## config.mk

```make
export PLATFORM = sky130hd
export DESIGN_NAME = contador_multi
export DESIGN_NICKNAME = d
export VERILOG_FILES = /design/src/rtl/contador_multi.sv
export SDC_FILE = /design/constraint.sdc
export NUM_CORES = 1
export LEC_CHECK = 0
export BUFFER_PORTS_ARGS = -buffer_cell sky130_fd_sc_hd__buf_2
export CAP_MARGIN = 20
export CORE_AREA = 2 2 107 109
export DETAILED_ROUTE_END_ITERATION = 10
export DIE_AREA = 0 0 109 111
export PLACE_DENSITY = 0.84
export SETUP_SLACK_MARGIN = 0.3
export SLEW_MARGIN = 20
export SYNTH_ARGS = -nofsm -noshare
export SYNTH_HDL_FRONTEND = slang
export SYNTH_SLANG_ARGS = --single-unit
export TNS_END_PERCENT = 20
```

## constraint.sdc

```tcl
create_clock -name clk -period 5.2 [get_ports clk]
set_input_delay 1.56 -clock clk [delete_from_list [all_inputs] [get_ports clk]]
set_output_delay 1.56 -clock clk [all_outputs]
set_load 0.02 [all_outputs]
```

## src/rtl/contador_multi.sv

```systemverilog
// contador_multi: per-channel data-change event counters with sticky overflow and registered readout
module contador_multi #(
    parameter int NCH = 4,
    parameter int DW  = 12,
    parameter int CW  = 16,
    parameter int SAT = 0,
    localparam int SW = (NCH > 1) ? $clog2(NCH) : 1
) (
    input  logic              clk,
    input  logic              reset,
    input  logic [NCH*DW-1:0] data_in,
    input  logic [NCH-1:0]    en,
    input  logic [NCH-1:0]    clr,
    input  logic              rd_req,
    input  logic [SW-1:0]     rd_sel,
    output logic [NCH*CW-1:0] cuenta,
    output logic [NCH-1:0]    ovf,
    output logic              rd_valid,
    output logic [CW-1:0]     rd_data,
    output logic              rd_ovf,
    output logic              rd_err
);
    logic [NCH*DW-1:0] det;
    logic [CW-1:0]     cnt_a [NCH];
    logic              sel_hit;
    logic [CW-1:0]     sel_cnt;
    logic              sel_ovf;

    always_ff @(posedge clk)
        det <= reset ? '0 : data_in;

    for (genvar k = 0; k < NCH; k++) begin : g_ch
        logic [CW-1:0] c;
        logic          o;
        logic          chg;
        logic          top;
        assign chg = det[k*DW +: DW] != data_in[k*DW +: DW];
        assign top = &c;
        always_ff @(posedge clk) begin
            if (reset || clr[k]) begin
                c <= '0;
                o <= 1'b0;
            end else if (chg && en[k]) begin
                c <= top ? ((SAT != 0) ? c : '0) : c + CW'(1);
                o <= o | top;
            end
        end
        assign cuenta[k*CW +: CW] = c;
        assign ovf[k]             = o;
        assign cnt_a[k]           = c;
    end

    always_comb begin
        sel_hit = 1'b0;
        sel_cnt = '0;
        sel_ovf = 1'b0;
        for (int i = 0; i < NCH; i++) begin
            if (rd_sel == SW'(i)) begin
                sel_hit = 1'b1;
                sel_cnt = cnt_a[i];
                sel_ovf = ovf[i];
            end
        end
    end

    always_ff @(posedge clk) begin
        if (reset) begin
            rd_valid <= 1'b0;
            rd_data  <= '0;
            rd_ovf   <= 1'b0;
            rd_err   <= 1'b0;
        end else begin
            rd_valid <= rd_req;
            rd_data  <= (rd_req && sel_hit) ? sel_cnt : '0;
            rd_ovf   <= rd_req && sel_hit && sel_ovf;
            rd_err   <= rd_req && !sel_hit;
        end
    end
endmodule
```

Yosys cells after proc, flatten, opt, wreduce, memory -nomap -nowiden

Index checks and enable logic that the tools add are counted.

Register bits after elaboration: 135
Input bits: 61
Word-level logic and storage cells: 63

Add/sub/neg operators: 4
Equality and inequality tests: 7
Muxes and demuxes: 16
Bitwise logic cells: 5
Reduce and logical (&&, ||, !) cells: 18

Operators with widths:

| kind                  | number |
|---|---|
| $mux 16               | 8 |
| $add 16x1->16 const B | 4 |
| $reduce_and 16->1     | 4 |
| $ne 12x12->1          | 4 |
| $mux 1                | 8 |
| $logic_and 1x1->1     | 7 |
| $eq 2x2->1 const B    | 2 |
| $logic_or 1x1->1      | 4 |
| $or 1x1->1            | 4 |
| $eq 2x1->1 const B    | 1 |
| $logic_not 2->1       | 1 |
| $reduce_or 2->1       | 1 |
| $logic_not 1->1       | 1 |
| $not 1->1             | 1 |

Depth between registers and ports, before layout

Depth after elaboration: 8
Depth in mapped cells: 7

Worst setup path before layout

No wires, ideal clock.

Path kind: in2reg
Start point: in data_in[37]
End point: reg g_ch[3].c[9]
Arrival time: 2767 ps
Slack: 2319 ps
Cell stages on the path: 6
Buffers on the path: 1
Path through: xnor2_1 > nand4_1 > o31ai_2 > buf_2 > nor3_1 > o21a_1

Cells in the longest elaborated chain, start to end: 2

RTL lines:

| element              | line | RTL |
|---|---|---|
| from (decl)          | 11   | `input logic [NCH*DW-1:0] data_in,` |
| $ne 12x12->1         | 37   | `assign chg = det[k*DW +: DW] != data_in[k*DW +: DW];` |
| $logic_and 1x1->1    | 43   | `end else if (chg && en[k]) begin` |
| to (signal assigned) | 44   | `c <= top ? ((SAT != 0) ? c : '0) : c + CW'(1);` |
| to (decl)            | 33   | `logic [CW-1:0] c;` |

Every way passes these cells.
A chain may end at the register's enable or synchronous reset.

==> results_dict.tcl <==
set metrics [dict create \
    status "complete, no violations" \
    postSynthCellCount 667 \
    synthTopCellsByCount "dfxtp_1, nor2b_1, a21oi_1" \
    htree_levels 4 \
    cts_sinks 135 \
    min_period_ns 2.94 \
    syn_area_sq_um 6230 \
    cts.clk_slew.worst_paths_ns 0.05 \
    grt_first_pass_wirelength_um 25200 \
    fp.dieW_um 109 \
    core_sq_um 11100 \
    fin_area_sq_um 7650 \
    use_met1 0.334 \
    viasPerCell 5.93 \
    vdd_drop_max_uv 235 \
    crit_family "simple AND/OR/NAND/NOR gates" \
    cts_root_buf "clkbuf_16" \
    power.share.combinational 0.059 \
    postRouteAntennaNets 0 \
    crit_arrival_ns 3.19 \
    setup_violations 0 \
    drtIter0Drc 374 \
    die_area_sq_um 12100 \
    synth_mux_area_frac 0.0653 \
    cts_resized 0 \
    synth-async-reset-ratio 0 \
    slew_viol_final 0 \
    antenna_found_initial 0 \
    cp-end-kind "register" \
    io_pins 148 \
    synth_edf_count 0 \
    finalCritPeriodShare 0.566 \
    timing_hold_violations_final 0 \
    timing.rr.start "g_ch[3].c[4]" \
    yosys.area.top_type "dfxtp_1" \
    row_count 39 \
    synth_fp_nets 732 \
    clkPwrFrac 0.509 \
    critPathLaunch "reset" \
    synth.avg_cell_area_sq_um 9.34 \
    hold_class "reg2reg" \
    netSwitchingFraction 0.211 \
    avgRoutedWirePerCell_um 16.7 \
    hold_start "g_ch[3].o" \
    n_fill_cell 849 \
    ys_ff_latch 135 \
    p_switching_uw 522 \
    track_usage 0.270 \
    gp_routability_congestion 0.940 \
    fmax_mhz 340 \
    clk_path_buf_depth 2 \
    routed_wl_um 15900 \
    cts_hold_buf 0 \
    cpMaxStageDelayCell "buf_2" \
    final_net_count 863 \
    die_h_um 111 \
    diodes 0 \
    grt_max_degree 57 \
    maxCapViolCount 0 \
    pwr-share-seq 0.432 \
    synthDistinctLibCells 60 \
    drc 0 \
    yosysSeqAreaShare 0.434 \
    via_count 5658 \
    rsz0062_at_grt "no" \
    yosysTopAreaCellShare 0.434 \
    clock_latency_ns 0.42 \
    crit_fanout 56 \
    power_density_nw_per_um2 323 \
    numCtsBuffers 17 \
    area_growth_syn_to_layout_pct 22.9 \
    met2_usage 0.437 \
    clock_skew_ns 0.00692 \
    grt_most_used_layer "met2" \
    tightest_slew_ns 0.975 \
    synth_most_common_cell "dfxtp_1" \
    yosys_warnings 0 \
    synth_fa_ha_area_frac 0.00803 \
    synth_top_family_by_area "simple AND/OR/NAND/NOR gates" \
    overflow 0 \
    placed_cell_area_sq_um 7000 \
    cp_cell_sequence "buf_2 > nand2b_1 > nor2b_1" \
    crit_required_ns 5.45 \
    synth-xor-area-share 0.0675 \
    grtUsageMet3 0.0752 \
    io_buffers 147 \
    grt_pass1_vias 5115 \
    dpl.hpwl_um 11500 \
    drive_above_1_share 0.265 \
    max_stage_delay_ns 0.71 \
    slew_headroom 0.350 \
    synthFlopType "dfxtp_1" \
    p_leak_nw 2.91 \
    tns_ns 0 \
    cts_setup_buffers 0 \
    drt_pass1_iterations 6 \
    start_util 0.562 \
    critPathKind "in2reg" \
    synthSimpleGateAreaFrac 0.247 \
    synth_compound_area_frac 0.140 \
    power.internal_mw 1.95 \
    synthTopCellsByArea "dfxtp_1, nor2b_1, mux4_2" \
    cp_num_buf_inv 1 \
    cts_tree "done" \
    start_kind "primary input" \
]
## logic make-up (layout without fill, tap and decap cells)
| kind of cell | Yosys count | in the layout |
|---|---|---|
| other | 1 | 1 |
| and+or+nand+nor | 262 | 262 |
| xor gates and xnor gates | 48 | 48 |
| DFF | 135 | 135 |
| adders and majority gates | 4 | 4 |
| muxes | 19 | 19 |
| AOI/OAI and AO/OA | 144 | 144 |
| buffers and inverters | 54 | 198 |
## worst min-delay path, stage by stage (launching register included)
cell     delay (ns)
dfxtp_1        0.33
nand2_1        0.06
o31ai_1        0.05
## final cells by class
cell class,instances,area (sq um),share of cell area
Inverter,17,63.8,0.00834
Tap cell,143,179,0.0234
Clock inverter,7,114,0.0149
Multi-Input combinational cell,478,3320,0.434
Sequential cell,135,2700,0.353
Timing Repair Buffer,149,758,0.0991
Clock buffer,25,515,0.0673
## layout by cell type (no fill, tap or decap), types with 3 or more instances in the layout
cell type and n:
a31oi_1 5, nor4_1 4, clkbuf_8 6, dfxtp_1 135
and4_1 4, nand3b_1 3, o21ai_0 34, or4_1 24
nor3_1 7, nand3_2 3, nand4_1 21, xnor2_1 36
nor2b_1 66, nand4b_1 3, o21a_1 3, buf_2 147
ha_1 4, nand2_1 37, or2_2 5, a211oi_1 3
nand3_1 27, clkinv_2 3, inv_1 17, o31ai_1 19
clkbuf_16 17, mux4_2 16, a22oi_1 3, xor2_1 12
and3_1 4, a21oi_1 56, nor2_1 23, bufinv_16 3
or3_1 19
## sequential cells by signal, indices dropped and copies added, names as in the netlist
signal	count
rd_err	1
g_ch.o	4
rd_valid	1
g_ch.c	64
rd_ovf	1
det	48
rd_data	16
## power by group through the flow
| stage | Clock (mW) | Sequential, mW | Combinational, mW |
|---|---|---|---|
| 4_1_cts | 1.28 | 1.07 | 0.144 |
| 2_1_floorplan | 0 | 1.09 | 0.0919 |
| 3_5_place_dp | 0 | 1.09 | 0.143 |
| 6_report | 1.26 | 1.07 | 0.145 |
| 5_1_grt | 1.32 | 1.07 | 0.161 |
| 3_3_place_gp | 0 | 1.09 | 0.137 |
## final timing paths
kind	end	slack (ns)	cells after the start
max	rd_ovf	2.26	3
min	g_ch[3].o	0.50	2
max reg2reg	g_ch[3].c[5]	2.93	5
min reg2reg	g_ch[3].o	0.50	2
## layer usage
metal,part of all wire,routed length [um]
met3,0.096,1530
met2,0.49,7740
met4,0.028,449
met5,0,0
met1,0.39,6230
## metrics by stage
step            util  std cells  total power [mW]  worst slack (ns)  hold WS [ns]
2_1_floorplan      -        667              1.19              2.32         0.443
3_3_place_gp   0.632        921              1.23              1.83         0.478
3_5_place_dp   0.632        921              1.24              1.74         0.496
4_1_cts        0.689        953              2.49              2.13         0.504
5_1_grt        0.691        954              2.56              2.07         0.525
6_report       0.691        954              2.48              2.26         0.498
No activity file was read; power rests on OpenSTA's default activity.
